==> src/rtl/controle_senha.sv <==
// controle_senha: access-code controller for the digital safe.
//
// Collects BCD keypad digits into a buffer, then checks them against the
// stored code one digit per clock through one shared comparador instance.
// Also tracks the open/closed state, counts consecutive failed attempts,
// enforces a timed lockout and lets the code be changed while open.
//
// Ports:
//   clk           system clock, rising edge
//   reset         asynchronous, active-high reset
//   digito        keypad digit (BCD)
//   digito_valido one-cycle strobe qualifying digito
//   confirmar     one-cycle strobe: submit entry / close safe
//   modo_troca    one-cycle strobe: request code change (only while open)
//   aberto        safe unlocked (level)
//   bloqueado     lockout active (level)
//   erro          one-cycle pulse on rejected entry
//   troca_ok      one-cycle pulse when a new code is stored
//   qtd_digitos   digits currently buffered
//   tentativas    consecutive failed attempts so far
//
// Handshake: every input is a single-cycle strobe sampled on the rising
// edge; there is no back-pressure. Strobes that arrive in a state that does
// not use them (VERIFICA, BLOQUEIO, ...) are dropped, not queued.

// 4-bit equality comparator shared by the verification sequence.
module comparador (
  input  logic [3:0] a,
  input  logic [3:0] b,
  output logic       aeqb
);
  assign aeqb = (a == b);
endmodule

module controle_senha #(
  parameter int NUM_DIGITOS    = 4,
  parameter int MAX_TENTATIVAS = 3,
  parameter int TEMPO_BLOQUEIO = 16,
  parameter logic [4*NUM_DIGITOS-1:0] SENHA_PADRAO = 16'h1234
) (
  input  logic       clk,
  input  logic       reset,
  input  logic [3:0] digito,
  input  logic       digito_valido,
  input  logic       confirmar,
  input  logic       modo_troca,
  output logic       aberto,
  output logic       bloqueado,
  output logic       erro,
  output logic       troca_ok,
  output logic [3:0] qtd_digitos,
  output logic [1:0] tentativas
);

  localparam int IDX_W = (NUM_DIGITOS > 1) ? $clog2(NUM_DIGITOS) : 1;
  localparam int TMR_W = (TEMPO_BLOQUEIO > 1) ? $clog2(TEMPO_BLOQUEIO) : 1;
  localparam logic [3:0]       NUM_D    = 4'(NUM_DIGITOS);
  localparam logic [1:0]       MAX_T    = 2'(MAX_TENTATIVAS);
  localparam logic [IDX_W-1:0] ULT_IDX  = IDX_W'(NUM_DIGITOS - 1);
  localparam logic [TMR_W-1:0] CARGA_TM = TMR_W'(TEMPO_BLOQUEIO - 1);

  typedef enum logic [2:0] {
    OCIOSO, ENTRADA, VERIFICA, ABERTO, TROCA, BLOQUEIO
  } estado_t;

  estado_t          estado, estadoProx;
  logic [3:0]       bufDig  [NUM_DIGITOS];
  logic [3:0]       bufProx [NUM_DIGITOS];
  logic [3:0]       codigo  [NUM_DIGITOS];
  logic [3:0]       codProx [NUM_DIGITOS];
  logic [3:0]       qtd, qtdProx;
  logic [IDX_W-1:0] idx, idxProx;
  logic             falhaVer, falhaProx;
  logic [1:0]       tent, tentProx;
  logic [TMR_W-1:0] timer, timerProx;
  logic             erroR, erroProx;
  logic             trocaR, trocaProx;
  logic             limpar, falhou, digitoAceito;
  logic             aeqb;

  // Verification always walks all digits; only the sticky flag remembers a
  // mismatch, so latency is independent of where the wrong digit sits.
  comparador uComparador (
    .a    (bufDig[idx]),
    .b    (codigo[idx]),
    .aeqb (aeqb)
  );

  assign digitoAceito = digito_valido && (digito <= 4'd9) && (qtd < NUM_D);

  always_comb begin
    estadoProx = estado;
    bufProx    = bufDig;
    codProx    = codigo;
    qtdProx    = qtd;
    idxProx    = idx;
    falhaProx  = falhaVer;
    tentProx   = tent;
    timerProx  = timer;
    erroProx   = 1'b0;
    trocaProx  = 1'b0;
    limpar     = 1'b0;
    falhou     = 1'b0;

    case (estado)
      OCIOSO, ENTRADA: begin
        // confirmar takes priority over a digit strobe in the same cycle
        if (confirmar) begin
          if (qtd == NUM_D) begin
            estadoProx = VERIFICA;
            idxProx    = '0;
            falhaProx  = 1'b0;
          end else begin
            limpar = 1'b1;
            falhou = 1'b1;
          end
        end else if (digitoAceito) begin
          bufProx[qtd[IDX_W-1:0]] = digito;
          qtdProx    = qtd + 4'd1;
          estadoProx = ENTRADA;
        end
      end

      VERIFICA: begin
        if (!aeqb) falhaProx = 1'b1;
        idxProx = idx + 1'b1;
        if (idx == ULT_IDX) begin
          limpar = 1'b1;
          if (falhaVer || !aeqb) begin
            falhou = 1'b1;
          end else begin
            estadoProx = ABERTO;
            tentProx   = '0;
          end
        end
      end

      ABERTO: begin
        if (confirmar)       estadoProx = OCIOSO;
        else if (modo_troca) estadoProx = TROCA;
      end

      TROCA: begin
        if (confirmar) begin
          limpar = 1'b1;
          if (qtd == NUM_D) begin
            codProx    = bufDig;
            trocaProx  = 1'b1;
            estadoProx = ABERTO;
          end else begin
            // a short new code is rejected but is not a failed attempt
            erroProx = 1'b1;
          end
        end else if (digitoAceito) begin
          bufProx[qtd[IDX_W-1:0]] = digito;
          qtdProx = qtd + 4'd1;
        end
      end

      BLOQUEIO: begin
        if (timer == '0) begin
          estadoProx = OCIOSO;
          tentProx   = '0;
        end else begin
          timerProx = timer - 1'b1;
        end
      end

      default: estadoProx = OCIOSO;
    endcase

    // Shared failure handling for short entries and failed verifications.
    if (falhou) begin
      erroProx = 1'b1;
      if (tent >= MAX_T - 2'd1) begin
        tentProx   = MAX_T;
        estadoProx = BLOQUEIO;
        timerProx  = CARGA_TM;
      end else begin
        tentProx   = tent + 2'd1;
        estadoProx = OCIOSO;
      end
    end

    if (limpar) begin
      qtdProx = '0;
      for (int i = 0; i < NUM_DIGITOS; i++) bufProx[i] = '0;
    end
  end

  always_ff @(posedge clk or posedge reset) begin
    if (reset) begin
      estado   <= OCIOSO;
      qtd      <= '0;
      idx      <= '0;
      falhaVer <= 1'b0;
      tent     <= '0;
      timer    <= '0;
      erroR    <= 1'b0;
      trocaR   <= 1'b0;
      for (int i = 0; i < NUM_DIGITOS; i++) begin
        bufDig[i] <= '0;
        // first-entered digit is the most significant nibble
        codigo[i] <= SENHA_PADRAO[4*(NUM_DIGITOS-1-i) +: 4];
      end
    end else begin
      estado   <= estadoProx;
      qtd      <= qtdProx;
      idx      <= idxProx;
      falhaVer <= falhaProx;
      tent     <= tentProx;
      timer    <= timerProx;
      erroR    <= erroProx;
      trocaR   <= trocaProx;
      for (int i = 0; i < NUM_DIGITOS; i++) begin
        bufDig[i] <= bufProx[i];
        codigo[i] <= codProx[i];
      end
    end
  end

  assign aberto      = (estado == ABERTO) || (estado == TROCA);
  assign bloqueado   = (estado == BLOQUEIO);
  assign erro        = erroR;
  assign troca_ok    = trocaR;
  assign qtd_digitos = qtd;
  assign tentativas  = tent;

endmodule

==> config.mk <==
export PLATFORM = sky130hd
export DESIGN_NAME = controle_senha
export DESIGN_NICKNAME = d
export VERILOG_FILES = /design/src/rtl/controle_senha.sv
export SDC_FILE = /design/constraint.sdc
export NUM_CORES = 1
export LEC_CHECK = 0
export CAP_MARGIN = 40
export CORE_AREA = 8 8 81 83
export CTS_CLUSTER_SIZE = 25
export DETAILED_ROUTE_END_ITERATION = 12
export DIE_AREA = 0 0 89 91
export PLACE_DENSITY = 0.72
export SYNTH_ARGS = -nofsm -noshare
export SYNTH_HDL_FRONTEND = slang
export SYNTH_SLANG_ARGS = --single-unit
==> constraint.sdc <==
create_clock -name clk -period 2.39 [get_ports clk]
set_input_delay 0.478 -clock clk [delete_from_list [all_inputs] [get_ports clk]]
set_output_delay 0.478 -clock clk [all_outputs]
set_load 0.01 [all_outputs]
==> results.cfg, run 1 <==
[status]
outcome = complete, no violations

[setup_path]
cp-end-kind = primary output
critPathArrivalTime_ps = 1770
r2r_start = codigo[12]
required_ps = 1910
reg2reg_to = timer[1]
crit_path_end = bloqueado
startpoint = estado[1]
r2r_cells = 5
path_max_fanout = 13
start_kind = flop
path_cells = nand3b_1, inv_1, clkdlybuf4s50_1
reg2reg_slack_ps = 260
critPathKind = flop to primary output
slowest_stage = clkdlybuf4s50_1
max_stage_delay_ps = 560

[timing]
min_period_ps = 2250
finalClockSkew_ps = 11.8
timing.fmax_ghz = 0.444
hold_ws_ps = 531
finalHoldViolations = 0
maxSlewViolCount = 0
worst_pin_slew_ps = 406
fin_tns_setup_ps = 0
setup_violations = 0
rsz0062_at_grt = false
max_slew_margin_pct = 72.6
post-route-period-util_pct = 94.2

[synth]
synth_compound_area_share_pct = 14.8
syn_nets = 271
synthDominantCellAreaShare_pct = 43.6
synthAdderAreaFrac_pct = 2.91
synth.distinct_cells = 48
synth_edf_count = 0
yosysTopAreaCell = dfrtp_1
syn_inst = 256
synth-xor-area-share_pct = 6.11
seq_area_frac_synth_pct = 48.7
syn-cell-area_um2 = 2580
synthSimpleGateAreaFrac_pct = 15.4
synth.avg_cell_area_um2 = 10.1
synthFlopType = dfrtp_1
ys_ff_latch = 50
muxShareOfSynthArea_pct = 8.54
synthTopCellsByArea = dfrtp_1, mux2_2, dfstp_2
synth_top_family_by_area = simple AND/OR/NAND/NOR gates
async_flop_share_pct = 100
yosys_warnings = 0

[drt]
top_layer = met4
met1_length_um = 2440
drc = 0
wl_met3_um = 249
ant_nets = 0
drtIter0Drc = 102
routed-wl-met2_um = 2530
dr_total_vias = 1971
viasPerCell = 5.60
wirelength_um = 5350
first_pass_iters = 4
wl_per_cell_um = 15.2

[grt]
grt_max_degree = 51
grt_pass1_wl_um = 9120
antenna_found_initial = 0
grt_pass1_vias = 1933
gr-total-overflow = 0
grtUsageTotal_pct = 14.2

[clock_network]
cts_buffers = 5
clk_pin_slew_ps = 80
cts_setup_buffers = 0
cts_sinks = 50
cts_hold_buf = 0
clock_path_buffers = 2
cts_max_level = 2
root_buffer = clkbuf_8
tritoncts = built
clock_latency_ps = 300

[place]
place_congestion = 0.854
dp_cells = 344
dp_hpwl_um = 3720
port_buffers = 18

[power]
power_frac_comb_pct = 40.8
p_leak_nw = 1.31
peakVddDrop_mv = 0.410
p_seq_share_pct = 41.7
total_power_mw = 2.69
p_per_area_nw_per_um2 = 900
intPower_mw = 1.67
switching_share_pct = 38.0
p_switching_mw = 1.02
clkPwrFrac_pct = 17.5

[final_layout]
finish.net_count = 294
multi_input_area_um2 = 1230
regArea_um2 = 1260
final_cells = 352
finalCoreUtilization_pct = 55.9
antenna_cells = 0
syn2layout_area_growth_pct = 15.7
drive_above_1_share_pct = 15.0
n_fill_cell = 498

[floorplanning]
core_area_um2 = 5340
rows = 27
die_w_um = 89
dieArea_um2 = 8100
ios = 19
die_y_um = 91
start_util_pct = 48.3

[job]
max-cap-violations = 0

[hold_path]
hold_path.class = flop to flop
## cell families (layout without fill, tap and decap cells)
group,after synthesis,in the layout
muxes,20,20
AOI/OAI and AO/OA,59,59
and+or+nand+nor,80,80
buffers and inverters,23,47
DFF,50,50
adders and majority gates,6,6
xor gates and xnor gates,18,18
## synthesized netlist by cell type, types with 2 or more instances
| master | number |
|---|---|
| a211oi_1 | 2 |
| a21o_1 | 3 |
| a21oi_1 | 22 |
| a221oi_1 | 2 |
| a31oi_1 | 2 |
| and4_1 | 2 |
| buf_1 | 2 |
| buf_2 | 2 |
| clkbuf_1 | 8 |
| dfrtp_1 | 45 |
| dfstp_2 | 5 |
| ha_1 | 6 |
| inv_1 | 11 |
| mux2_2 | 16 |
| mux2i_1 | 4 |
| nand2_1 | 27 |
| nand2b_1 | 2 |
| nand3_1 | 19 |
| nor2_1 | 11 |
| nor2b_1 | 3 |
| nor3_1 | 3 |
| nor3b_1 | 2 |
| nor4_1 | 2 |
| o21ai_0 | 12 |
| o22ai_1 | 3 |
| o2bb2ai_1 | 2 |
| xnor2_1 | 10 |
| xor2_1 | 8 |
## cell usage in the layout (no fill, tap or decap), types with 2 or more instances in the layout
cell type / n
o22ai_1: 3
inv_1: 10
a211oi_1: 2
buf_4: 8
clkdlybuf4s50_1: 18
nor2_1: 11
a21o_1: 3
clkbuf_1: 3
nand2b_1: 2
and4_1: 2
o21ai_0: 11
ha_1: 6
buf_12: 2
clkbuf_8: 5
nor3b_1: 2
dfrtp_1: 43
xor2_1: 8
a31oi_1: 2
nor2b_1: 3
dfrtp_2: 2
xnor2_1: 10
mux2_2: 16
a21oi_1: 22
nand3_1: 19
o2bb2ai_1: 2
dfstp_2: 5
nor3_1: 3
a221oi_1: 2
mux2i_1: 4
nor4_1: 2
nand2_1: 27
## metrics by stage
step / area, µm² / setup WS (ps)
after floorplan: 2580 / 335
after global placement: 2900 / 183
after detailed placement: 2900 / 140
after CTS: 2980 / 42.3
after global routing: 2990 / 24.8
final: 2990 / 139
## flip-flops by register name (all words and copies together), names as in the netlist
register and cells:
falhaVer 1, timer 4, bufDig 16, erro 1, codigo 16, qtd_digitos 4, idx 2, estado 3
troca_ok 1, tentativas 2
## how the worst min path moves through the flow
stage                          from         to  slack [ps]  cells after the start
after floorplan            timer[1]   timer[1]         480                      2
after global placement     timer[1]   timer[1]         500                      2
after detailed placement   timer[1]   timer[1]         510                      2
after CTS                     reset  estado[0]         540                      3
after global routing      codigo[6]  codigo[6]         550                      1
final                     codigo[7]  codigo[7]         530                      1
## cell type report
type	count	area share, %
Inverter	11	1.38
Tap cell	72	3.02
Timing Repair Buffer	28	9.39
Multi-Input combinational cell	183	41.3
Sequential cell	50	42.2
Clock buffer	8	2.68
## critical path: cells and delay by family, from the launching register on
kind / cells / cell delay, ps
AND/OR/NAND/NOR: 1 / 260
flip-flops: 1 / 490
buffers and inverters: 2 / 730
## power groups by stage
| stage | logic, mW | registers [mW] | clock network, mW |
|---|---|---|---|
| after floorplan | 0.759 | 1.08 | 0 |
| after global placement | 1.07 | 1.13 | 0 |
| after detailed placement | 1.09 | 1.13 | 0 |
| after CTS | 1.10 | 1.12 | 0.490 |
| after global routing | 1.21 | 1.15 | 0.522 |
| final | 1.10 | 1.12 | 0.469 |
## per-layer routing
layer,global-route usage (%),up-vias
met3,2.79,11
met4,5.96,0
li1,-,953
met2,22.3,51
met1,18.4,956
met5,0,-
## timing repair
item / 4_1_cts / 5_1_grt
gates resized for setup: 0 / 2
setup endpoints to repair: 0 / 2
hold endpoints to repair: 0 / 0
No activity file was read; power rests on OpenSTA's default activity.
==> run 2, diff against run 1 <==
--- a/config.mk
+++ b/config.mk
@@ -11,6 +11,7 @@
 export DETAILED_ROUTE_END_ITERATION = 12
 export DIE_AREA = 0 0 89 91
 export PLACE_DENSITY = 0.72
+export REMOVE_ABC_BUFFERS = 1
 export SYNTH_ARGS = -nofsm -noshare
 export SYNTH_HDL_FRONTEND = slang
 export SYNTH_SLANG_ARGS = --single-unit
==> run 2 against run 1 <==
Compared with the run above: core utilization rose by 0.63 points; sequential power barely moved; count of clock-buffer cells in the layout fell by 2; power rose by 3.1%; worst hold slack got worse by 45 ps; register-to-register slack barely moved; critical endpoint unchanged; non-clock buffer count rose by 2; sequential share of layout area fell by 0.47 points; wire length rose by 1.5%.
==> results.cfg, run 2 (synthesized netlist as in run 1, its figures left out) <==
[timing]
rsz0062_at_grt = false
maxSlewViolCount = 0
post-route-period-util_pct = 95.3
worst_pin_slew_ps = 496
finalClockSkew_ps = 5.97
timing.fmax_ghz = 0.439
fin_tns_setup_ps = 0
worst_slack_ps = 113
setup_violations = 0
finalHoldViolations = 0
max_slew_margin_pct = 66.9
min_period_ps = 2280

[drt]
wl_per_cell_um = 15.3
drtIter0Drc = 53
wirelength_um = 5430
first_pass_iters = 4
dr_total_vias = 1938
ant_nets = 0
viasPerCell = 5.47
drc = 0

[setup_path]
cp-end-kind = primary output
path_cells = nand3b_1, inv_1, clkdlybuf4s50_1
start_kind = flop
required_ps = 1910
critPathKind = flop to primary output
slowest_stage = clkdlybuf4s50_1
critPathArrivalTime_ps = 1800
path_max_fanout = 13
max_stage_delay_ps = 560

[final_layout]
antenna_cells = 0
syn2layout_area_growth_pct = 17.0
layout_commonest_cell = dfrtp_1
finish.net_count = 296
top_regs = bufDig x16, codigo x16
drive_above_1_share_pct = 16.7
finalCoreUtilization_pct = 56.6
mostFrequentLayoutCells = dfrtp_1, nand2_1, a21oi_1, nand3_1, clkdlybuf4s50_1
n_fill_cell = 506

[clock_network]
tritoncts = built
cts_buffers = 5
clk_pin_slew_ps = 90
clock_path_buffers = 2
cts_sinks = 50
cts_hold_buf = 0
cts_max_level = 2
clock_latency_ps = 300
root_buffer = clkbuf_8

[power]
intPower_mw = 1.71
p_seq_share_pct = 41.2
clkPwrFrac_pct = 19.3
peakVddDrop_mv = 0.407
total_power_mw = 2.77
p_switching_mw = 1.06
switching_share_pct = 38.2
p_per_area_nw_per_um2 = 917
p_leak_nw = 1.33
power_frac_comb_pct = 39.5

[grt]
grt_pass1_wl_um = 9460
antenna_found_initial = 0
grt_max_degree = 24
gr-total-overflow = 0
grt_pass1_vias = 1934
grtUsageTotal_pct = 14.8

[place]
port_buffers = 18
place_congestion = 0.840
dp_hpwl_um = 3880
pre_cts_ws_ps = 130

[status]
outcome = complete, no violations

[floorplanning]
rows = 27
ios = 19
die_w_um = 89
start_util_pct = 48.3
core_area_um2 = 5340
dieArea_um2 = 8100
die_y_um = 91

[hold_path]
hold_path.class = input port to async pin

[job]
max-cap-violations = 0
[run 2: cell count changes in the layout (fill, tap and decap cells not counted)]
| cell | delta |
|---|---|
| clkbuf_1 | -3 |
| clkbuf_8 | +1 |
| buf_4 | +2 |
| clkinvlp_4 | +1 |
| inv_6 | +1 |
[run 2: layout make-up]
type | instances | area (µm²) | share of cell area (%)
sequential | 50 | 1260 | 41.7
multi-input combinational | 183 | 1230 | 40.9
timing repair buffer | 30 | 295 | 9.78
tap | 72 | 90.1 | 2.98
clock buffer | 6 | 82.6 | 2.74
inverter | 11 | 41.3 | 1.37
clock inverter | 2 | 16.3 | 0.539
[run 2: layer usage]
layer  share of wire [%]  vias up  track usage, %  routed length, µm
li1                    -      954               -                  -
met4                0.98        0            4.85                 53
met2                  47       40            23.5               2570
met5                   0        -               0                  0
met1                  47      938            19.4               2570
met3                 4.3        6            3.24                232
[run 2: critical path, delay by kind of cell (launching register included)]
kind          cells  cell delay (ps)
buf+inv           2              740
flops             1              500
simple gates      1              260
[run 2: final timing paths]
path	from	to	slack, ps	cells after the start
setup / recovery	estado[1]	bloqueado	110	3
max in group asynchronous	reset	codigo[9]	1330	3
setup reg to reg	bufDig[14]	timer[1]	260	5
hold reg to reg	codigo[1]	codigo[1]	530	1
hold / removal	reset	timer[3]	490	2
min in group clk	codigo[1]	codigo[1]	530	1
[run 2: through the flow]
stage          instances  hold slack [ps]  area [µm²]
3_3_place_gp         344              502        2900
6_report             354              486        3020
4_1_cts              352              490        3000
3_5_place_dp         344              514        2900
5_1_grt              354              507        3020
2_1_floorplan        244              479        2530
[run 2: power groups by stage]
stage	Sequential, mW	Clock [mW]	Combinational, mW
6_report	1.14	0.536	1.09
2_1_floorplan	1.15	0	0.657
3_3_place_gp	1.15	0	1.05
5_1_grt	1.17	0.581	1.22
4_1_cts	1.14	0.549	1.08
3_5_place_dp	1.15	0	1.07
[run 2: what timing repair did]
item | CTS | global route
hold endpoints to repair | 0 | 0
endpoints found under the setup margin | 0 | 2
gates resized for setup | 0 | 2
buffers inserted | 0 | 2
